### config.mk
export PLATFORM = sky130hd
export DESIGN_NAME = code_lock_fsm
export DESIGN_NICKNAME = d
export VERILOG_FILES = /design/src/rtl/lock_pkg.sv /design/src/rtl/lock_timer.sv /design/src/rtl/code_lock_fsm.sv
export SDC_FILE = /design/constraint.sdc
export NUM_CORES = 1
export LEC_CHECK = 0
export BUFFER_PORTS_ARGS = -buffer_cell sky130_fd_sc_hd__buf_4
export CORE_ASPECT_RATIO = 1.75
export CORE_MARGIN = 3
export CORE_UTILIZATION = 55
export DETAILED_ROUTE_END_ITERATION = 10
export GPL_TIMING_DRIVEN = 0
export PLACE_DENSITY = 0.85
export SYNTH_ARGS = -nofsm -noshare
export SYNTH_HDL_FRONTEND = slang
export SYNTH_SLANG_ARGS = --single-unit
export TNS_END_PERCENT = 5
### constraint.sdc
create_clock -name clk -period 4.13 [get_ports clk]
set_input_delay 0.826 -clock clk [delete_from_list [all_inputs] [get_ports clk]]
set_output_delay 0.826 -clock clk [all_outputs]
set_load 0.02 [all_outputs]
### src/rtl/lock_pkg.sv
// Shared state type, default parameters and timer sizing for the code lock.
// Latency: none (types, constants and a constant function only).
// Backpressure: none.
package lock_pkg;

    typedef enum logic [1:0] {
        ST_IDLE    = 2'd0,
        ST_ENTRY   = 2'd1,
        ST_OPEN    = 2'd2,
        ST_LOCKOUT = 2'd3
    } state_t;

    localparam int             DEF_SYMBOL_W       = 3;
    localparam int             DEF_CODE_LEN       = 3;
    localparam logic [8:0]     DEF_RESET_CODE     = 9'b101_111_011;
    localparam int             DEF_UNLOCK_CYCLES  = 8;
    localparam int             DEF_MAX_FAILS      = 3;
    localparam int             DEF_LOCKOUT_CYCLES = 16;
    localparam int             DEF_TIMEOUT_CYCLES = 32;

    // The shared timer must hold the longest of the three durations.
    function automatic int timer_width(input int unlock_cycles,
                                       input int lockout_cycles,
                                       input int timeout_cycles);
        int longest;
        longest = unlock_cycles;
        if (lockout_cycles > longest) longest = lockout_cycles;
        if (timeout_cycles > longest) longest = timeout_cycles;
        return $clog2(longest + 1);
    endfunction

endpackage

### src/rtl/lock_timer.sv
// Loadable down-counter shared by the unlock, lockout and entry-timeout windows.
// Latency: done is high during the cycle whose closing edge takes the count from 1 to 0.
// Backpressure: none; a load always wins over counting and the count rests at zero.
module lock_timer #(
    parameter int W = 6
) (
    input  logic         clk,
    input  logic         reset,
    input  logic         load,
    input  logic [W-1:0] value,
    output logic         done
);

    logic [W-1:0] cnt_q;

    // Reload on request, otherwise count down and rest at zero.
    always_ff @(posedge clk or negedge reset) begin
        if (!reset) begin
            cnt_q <= '0;
        end else if (load) begin
            cnt_q <= value;
        end else if (cnt_q != '0) begin
            cnt_q <= cnt_q - W'(1);
        end
    end

    // The owner gives a reload on the same edge priority over this flag.
    assign done = (cnt_q == W'(1));

endmodule

### src/rtl/code_lock_fsm.sv
// Keyed code lock: full-length entry compare, timed unlock window, fail counting with timed lockout.
// Latency: all outputs registered, changing one edge after the edge that samples the causing input.
// Backpressure: none; x_valid is always taken in IDLE/ENTRY and silently dropped in OPEN/LOCKOUT.
module code_lock_fsm
    import lock_pkg::*;
#(
    parameter int                             SYMBOL_W       = DEF_SYMBOL_W,
    parameter int                             CODE_LEN       = DEF_CODE_LEN,
    parameter logic [SYMBOL_W*CODE_LEN-1:0]   RESET_CODE     = DEF_RESET_CODE,
    parameter int                             UNLOCK_CYCLES  = DEF_UNLOCK_CYCLES,
    parameter int                             MAX_FAILS      = DEF_MAX_FAILS,
    parameter int                             LOCKOUT_CYCLES = DEF_LOCKOUT_CYCLES,
    parameter int                             TIMEOUT_CYCLES = DEF_TIMEOUT_CYCLES
) (
    input  logic                              clk,
    input  logic                              reset,
    input  logic [SYMBOL_W-1:0]               x,
    input  logic                              x_valid,
    input  logic                              code_we,
    input  logic [SYMBOL_W*CODE_LEN-1:0]      code_in,
    input  logic                              relock,
    output logic                              y,
    output logic                              locked_out,
    output logic [$clog2(MAX_FAILS+1)-1:0]    fail_count,
    output logic                              entry_busy
);

    localparam int IDX_W = $clog2(CODE_LEN);
    localparam int FC_W  = $clog2(MAX_FAILS + 1);
    localparam int TMR_W = timer_width(UNLOCK_CYCLES, LOCKOUT_CYCLES, TIMEOUT_CYCLES);
    localparam logic [IDX_W-1:0] IDX_LAST = IDX_W'(CODE_LEN - 1);

    state_t                         state_q, state_d;
    logic [SYMBOL_W*CODE_LEN-1:0]   code_q;
    logic [IDX_W-1:0]               idx_q, idx_d;
    logic                           mism_q, mism_d;
    logic [FC_W-1:0]                fail_q, fail_d;
    logic                           y_q, lo_q, busy_q;
    logic                           tmr_load;
    logic [TMR_W-1:0]               tmr_val;
    logic                           tmr_done;
    logic [SYMBOL_W-1:0]            sym_sel;
    logic                           sym_miss;

    // Expected symbol for the current position; idx_q is 0 in IDLE so symbol 0 is used there.
    assign sym_sel  = code_q[idx_q*SYMBOL_W +: SYMBOL_W];
    assign sym_miss = (x != sym_sel);

    lock_timer #(.W(TMR_W)) u_timer (
        .clk   (clk),
        .reset (reset),
        .load  (tmr_load),
        .value (tmr_val),
        .done  (tmr_done)
    );

    // Next-state, entry bookkeeping and timer reloads; a symbol on the timeout edge beats the timeout.
    always_comb begin
        state_d  = state_q;
        idx_d    = idx_q;
        mism_d   = mism_q;
        fail_d   = fail_q;
        tmr_load = 1'b0;
        tmr_val  = '0;
        case (state_q)
            ST_IDLE: begin
                if (x_valid) begin
                    state_d  = ST_ENTRY;
                    idx_d    = IDX_W'(1);
                    mism_d   = sym_miss;
                    tmr_load = 1'b1;
                    tmr_val  = TMR_W'(TIMEOUT_CYCLES);
                end
            end
            ST_ENTRY: begin
                if (x_valid) begin
                    if (idx_q == IDX_LAST) begin
                        idx_d  = '0;
                        mism_d = 1'b0;
                        if (!(mism_q || sym_miss)) begin
                            state_d  = ST_OPEN;
                            fail_d   = '0;
                            tmr_load = 1'b1;
                            tmr_val  = TMR_W'(UNLOCK_CYCLES);
                        end else if (fail_q == FC_W'(MAX_FAILS - 1)) begin
                            state_d  = ST_LOCKOUT;
                            fail_d   = FC_W'(MAX_FAILS);
                            tmr_load = 1'b1;
                            tmr_val  = TMR_W'(LOCKOUT_CYCLES);
                        end else begin
                            state_d = ST_IDLE;
                            fail_d  = fail_q + FC_W'(1);
                        end
                    end else begin
                        idx_d    = idx_q + IDX_W'(1);
                        mism_d   = mism_q | sym_miss;
                        tmr_load = 1'b1;
                        tmr_val  = TMR_W'(TIMEOUT_CYCLES);
                    end
                end else if (tmr_done) begin
                    // Abandoned partial entry: discard it without counting a failure.
                    state_d = ST_IDLE;
                    idx_d   = '0;
                    mism_d  = 1'b0;
                end
            end
            ST_OPEN: begin
                if (relock || tmr_done) begin
                    state_d = ST_IDLE;
                end
            end
            ST_LOCKOUT: begin
                if (tmr_done) begin
                    state_d = ST_IDLE;
                    fail_d  = '0;
                end
            end
            default: begin
                state_d = ST_IDLE;
            end
        endcase
    end

    // State, entry progress and registered outputs.
    always_ff @(posedge clk or negedge reset) begin
        if (!reset) begin
            state_q <= ST_IDLE;
            idx_q   <= '0;
            mism_q  <= 1'b0;
            fail_q  <= '0;
            y_q     <= 1'b0;
            lo_q    <= 1'b0;
            busy_q  <= 1'b0;
        end else begin
            state_q <= state_d;
            idx_q   <= idx_d;
            mism_q  <= mism_d;
            fail_q  <= fail_d;
            y_q     <= (state_d == ST_OPEN);
            lo_q    <= (state_d == ST_LOCKOUT);
            busy_q  <= (state_d == ST_ENTRY);
        end
    end

    // Code register: writable only while open, including the edge the open window expires or relocks.
    always_ff @(posedge clk or negedge reset) begin
        if (!reset) begin
            code_q <= RESET_CODE;
        end else if (state_q == ST_OPEN && code_we) begin
            code_q <= code_in;
        end
    end

    assign y          = y_q;
    assign locked_out = lo_q;
    assign fail_count = fail_q;
    assign entry_busy = busy_q;

endmodule

==> qor.json <==
{
  "vias": {"value": 1084},
  "fin_worst_skew": {"value": 0.00666, "unit": "ns"},
  "worstPathBufferInverterCount": {"value": 1},
  "die_area": {"value": 0.00329, "unit": "sq mm"},
  "clockBufferDepth": {"value": 2},
  "drc_errors": {"value": 0},
  "cts_tree": {"value": "built"},
  "maxCapViolations": {"value": 0},
  "asyncSetResetFlopFracSynth": {"value": 100, "unit": "%"},
  "crit_path_top_delay_cell": {"value": "nor3_4"},
  "design.portCount": {"value": 22},
  "std_cell_rows": {"value": 23},
  "numCtsBuffers": {"value": 3},
  "holdBufCountCts": {"value": 0},
  "area_delta_synth_final": {"value": 16.5, "unit": "%"},
  "timing.critical_path.slowest_cell_delay": {"value": 0.38, "unit": "ns"},
  "finalCritPeriodShare": {"value": 50.3, "unit": "%"},
  "ys_ff_latch": {"value": 25},
  "detail_route.wirelength": {"value": 2.90, "unit": "mm"},
  "max_slew.worst_pin.slew": {"value": 0.461, "unit": "ns"},
  "synth_area_leaders": {"value": "dfrtp_1 (31%), dfstp_2 (13%), mux2_2 (7.0%)"},
  "total_count_of_hold_check_failures_in_the_final_report": {"value": 0},
  "critical_path_arrival": {"value": 2.24, "unit": "ns"},
  "r2r_depth": {"value": 7},
  "ant_nets": {"value": 0},
  "crit_path_max_fanout": {"value": 9},
  "number_of_diodes": {"value": 0},
  "final_core_util": {"value": 70.1, "unit": "%"},
  "timing.critical_path.from_type": {"value": "input pin"},
  "ir_worst_vdd": {"value": 377, "unit": "uV"},
  "path_cells": {"value": "buf_4, nand2b_1, o221ai_1, o22ai_2, nor3_4, a41oi_1, and2_1"},
  "count_of_h_tree_levels_built_during_cts": {"value": 1},
  "post_synthesis_average_cell_area": {"value": 10.6, "unit": "sq um"},
  "crit_path_end_kind": {"value": "flip-flop"},
  "timing.final.max_slew_violations": {"value": 0},
  "total_leakage_power": {"value": 0.732, "unit": "nW"},
  "rr_startpoint": {"value": "idx_q[0]$_DFFE_PN0P_"},
  "place_congestion": {"value": 0.850},
  "viasPerCell": {"value": 5.86},
  "worstSetupPathDepth": {"value": 7},
  "global_route_wire_length_before_repair": {"value": 4.69, "unit": "mm"},
  "status": {"value": "finished, final reports clean"},
  "worst-endpoint-required": {"value": 4.29, "unit": "ns"},
  "placement.setup.worst_slack": {"value": 1.78, "unit": "ns"},
  "cts.repair.resized": {"value": 0},
  "post_syn_area": {"value": 0.00144, "unit": "sq mm"},
  "r2r_slack": {"value": 2.10, "unit": "ns"},
  "worstSetupStartpoint": {"value": "x[1]"},
  "grt_max_degree": {"value": 26},
  "io_buffer_count": {"value": 21},
  "mappedNetlistNets": {"value": 156},
  "yosys.area.top_type_share": {"value": 31.3, "unit": "%"},
  "drive_above_1_share": {"value": 35.0, "unit": "%"},
  "grt_setup_unrepaired": {"value": "no"},
  "hpwlAfterDp": {"value": 2.25, "unit": "mm"},
  "max-slew-margin-rel": {"value": 69.2, "unit": "%"},
  "number_of_enable_type_register_cells_in_the_synthesized_netlist": {"value": 0},
  "timing.setup.critical_path_class": {"value": "in -> reg"},
  "die_width": {"value": 44.6, "unit": "um"},
  "seq_area_frac_synth": {"value": 44.1, "unit": "%"},
  "clkTransAtPathRegs": {"value": 0.09, "unit": "ns"},
  "yosys_most_used_dff": {"value": "dfrtp_1"},
  "worstHoldPathType": {"value": "in -> async"},
  "number_of_setup_violations_in_the_final_report": {"value": 0},
  "total_cell_area_at_the_placement_stage": {"value": 0.00163, "unit": "sq mm"},
  "clock_latency": {"value": 0.27, "unit": "ns"},
  "drtPass1Iterations": {"value": 4},
  "drt_iter0_markers": {"value": 48},
  "post-cts-setup-buffer-count": {"value": 0},
  "clock_sink_count": {"value": 25},
  "post_synth_inst_count": {"value": 135},
  "grt_overflow": {"value": 0},
  "regToRegEndpoint": {"value": "locked_out$_DFF_PN0_"},
  "final_cell_area": {"value": 0.00168, "unit": "sq mm"},
  "critical-path-top-delay-family": {"value": "simple AND/OR/NAND/NOR gates"},
  "finalSetupTns": {"value": 0, "unit": "ns"},
  "yosys_cell_types": {"value": 47},
  "buffer_type_at_the_clock_tree_root": {"value": "clkbuf_8"},
  "grt_pass1_vias": {"value": 1094},
  "starting_density": {"value": 60.2, "unit": "%"},
  "yosys_warnings": {"value": 0},
  "fin_crit": {"value": 2.08, "unit": "ns"},
  "post-synth-top-area-cell": {"value": "dfrtp_1"},
  "final_critical_path_setup_slack": {"value": 2.05, "unit": "ns"},
  "num-nets-final": {"value": 182},
  "fmaxAchievable": {"value": 482, "unit": "MHz"},
  "power_density": {"value": 640, "unit": "mW/mm^2"},
  "wl_per_cell": {"value": 15.6, "unit": "um"},
  "die_h": {"value": 73.6, "unit": "um"},
  "core": {"value": 0.00239, "unit": "sq mm"},
  "antenna_found_initial": {"value": 0},
  "cp-endpoint": {"value": "locked_out$_DFF_PN0_"},
  "track_usage": {"value": 19.5, "unit": "%"}
}
[cell families (layout without fill, tap and decap cells)]
kind of cell | count (synthesis) | in the layout | share of synthesized area [%]
DFF | 25 | 25 | 44.1
buffers and inverters | 9 | 34 | 2.96
muxes | 12 | 12 | 9.14
adders and majority gates | 4 | 4 | 3.48
AOI/OAI and AO/OA | 33 | 33 | 16.5
and+or+nand+nor | 47 | 47 | 20.2
xor gates and xnor gates | 5 | 5 | 3.57
[cell usage in the layout, fill, tap and decap left out, types with 4 or more instances in the layout]
| cell type | count |
|---|---|
| dfstp_2 | 7 |
| nor2_1 | 12 |
| ha_1 | 4 |
| dfrtp_1 | 18 |
| mux2_2 | 9 |
| nand2b_1 | 7 |
| buf_4 | 21 |
| nand2_1 | 8 |
| inv_1 | 4 |
| o21ai_0 | 8 |
[report_power, final]
group / total, mW / internal [mW] / switching [mW]
clock: 0.145 / 0.0684 / 0.0765
sequential: 0.409 / 0.340 / 0.0691
combinational: 0.518 / 0.246 / 0.272
[synth_stat cells (3+ instances only)]
| cell type | n |
|---|---|
| mux2_2 | 9 |
| o21ai_0 | 8 |
| a21oi_1 | 3 |
| dfrtp_1 | 18 |
| mux2i_1 | 3 |
| nand2_1 | 8 |
| nor2_1 | 12 |
| ha_1 | 4 |
| dfstp_2 | 7 |
| o22ai_1 | 3 |
| xnor2_1 | 3 |
| nor2b_1 | 3 |
| clkbuf_1 | 3 |
| inv_1 | 4 |
| nand2b_1 | 7 |
[metrics by stage]
| stage | hold WS, ns | instances | power [mW] |
|---|---|---|---|
| 2_1_floorplan | 0.479 | 135 | 0.795 |
| 3_3_place_gp | 0.490 | 181 | 0.900 |
| 3_5_place_dp | 0.500 | 181 | 0.931 |
| 4_1_cts | 0.443 | 185 | 1.08 |
| 5_1_grt | 0.446 | 185 | 1.16 |
| 6_report | 0.436 | 185 | 1.07 |
[sequential cells by signal, indices dropped and copies added, names as in the netlist]
signal / flops
idx_q: 2
mism_q: 1
state_q: 2
u_timer.cnt_q: 6
code_q: 9
y: 1
entry_busy: 1
locked_out: 1
fail_count: 2
[metal layers]
layer	track usage [%]	wire length, um	vias up
met2	37.1	1680	19
li1	-	-	535
met3	2.70	63	9
met4	9.40	93	0
met1	19.3	1050	521
met5	0	0	-
[how the worst min path moves through the flow]
stage,from,depth (start not counted),to,slack (ns)
3_3_place_gp,code_q[2]$_DFFE_PN0P_,1,code_q[2]$_DFFE_PN0P_,0.49
6_report,reset,1,fail_count[0]$_DFFE_PN0P_,0.44
2_1_floorplan,code_q[2]$_DFFE_PN0P_,1,code_q[2]$_DFFE_PN0P_,0.48
5_1_grt,reset,1,fail_count[0]$_DFFE_PN0P_,0.45
4_1_cts,reset,1,fail_count[0]$_DFFE_PN0P_,0.44
3_5_place_dp,code_q[2]$_DFFE_PN0P_,1,code_q[2]$_DFFE_PN0P_,0.50
[cell type report]
| class | instances | area (sq um) |
|---|---|---|
| multi-input cells | 101 | 761 |
| fillers | 182 | 713 |
| flip-flops and latches | 25 | 634 |
| repair buffers | 21 | 158 |
| clock buffers | 3 | 41.3 |
| well taps | 25 | 31.3 |
| plain buffers | 5 | 27.5 |
| inverters | 4 | 15.0 |
| clock inverters | 1 | 7.51 |
No activity file was read; power rests on OpenSTA's default activity.
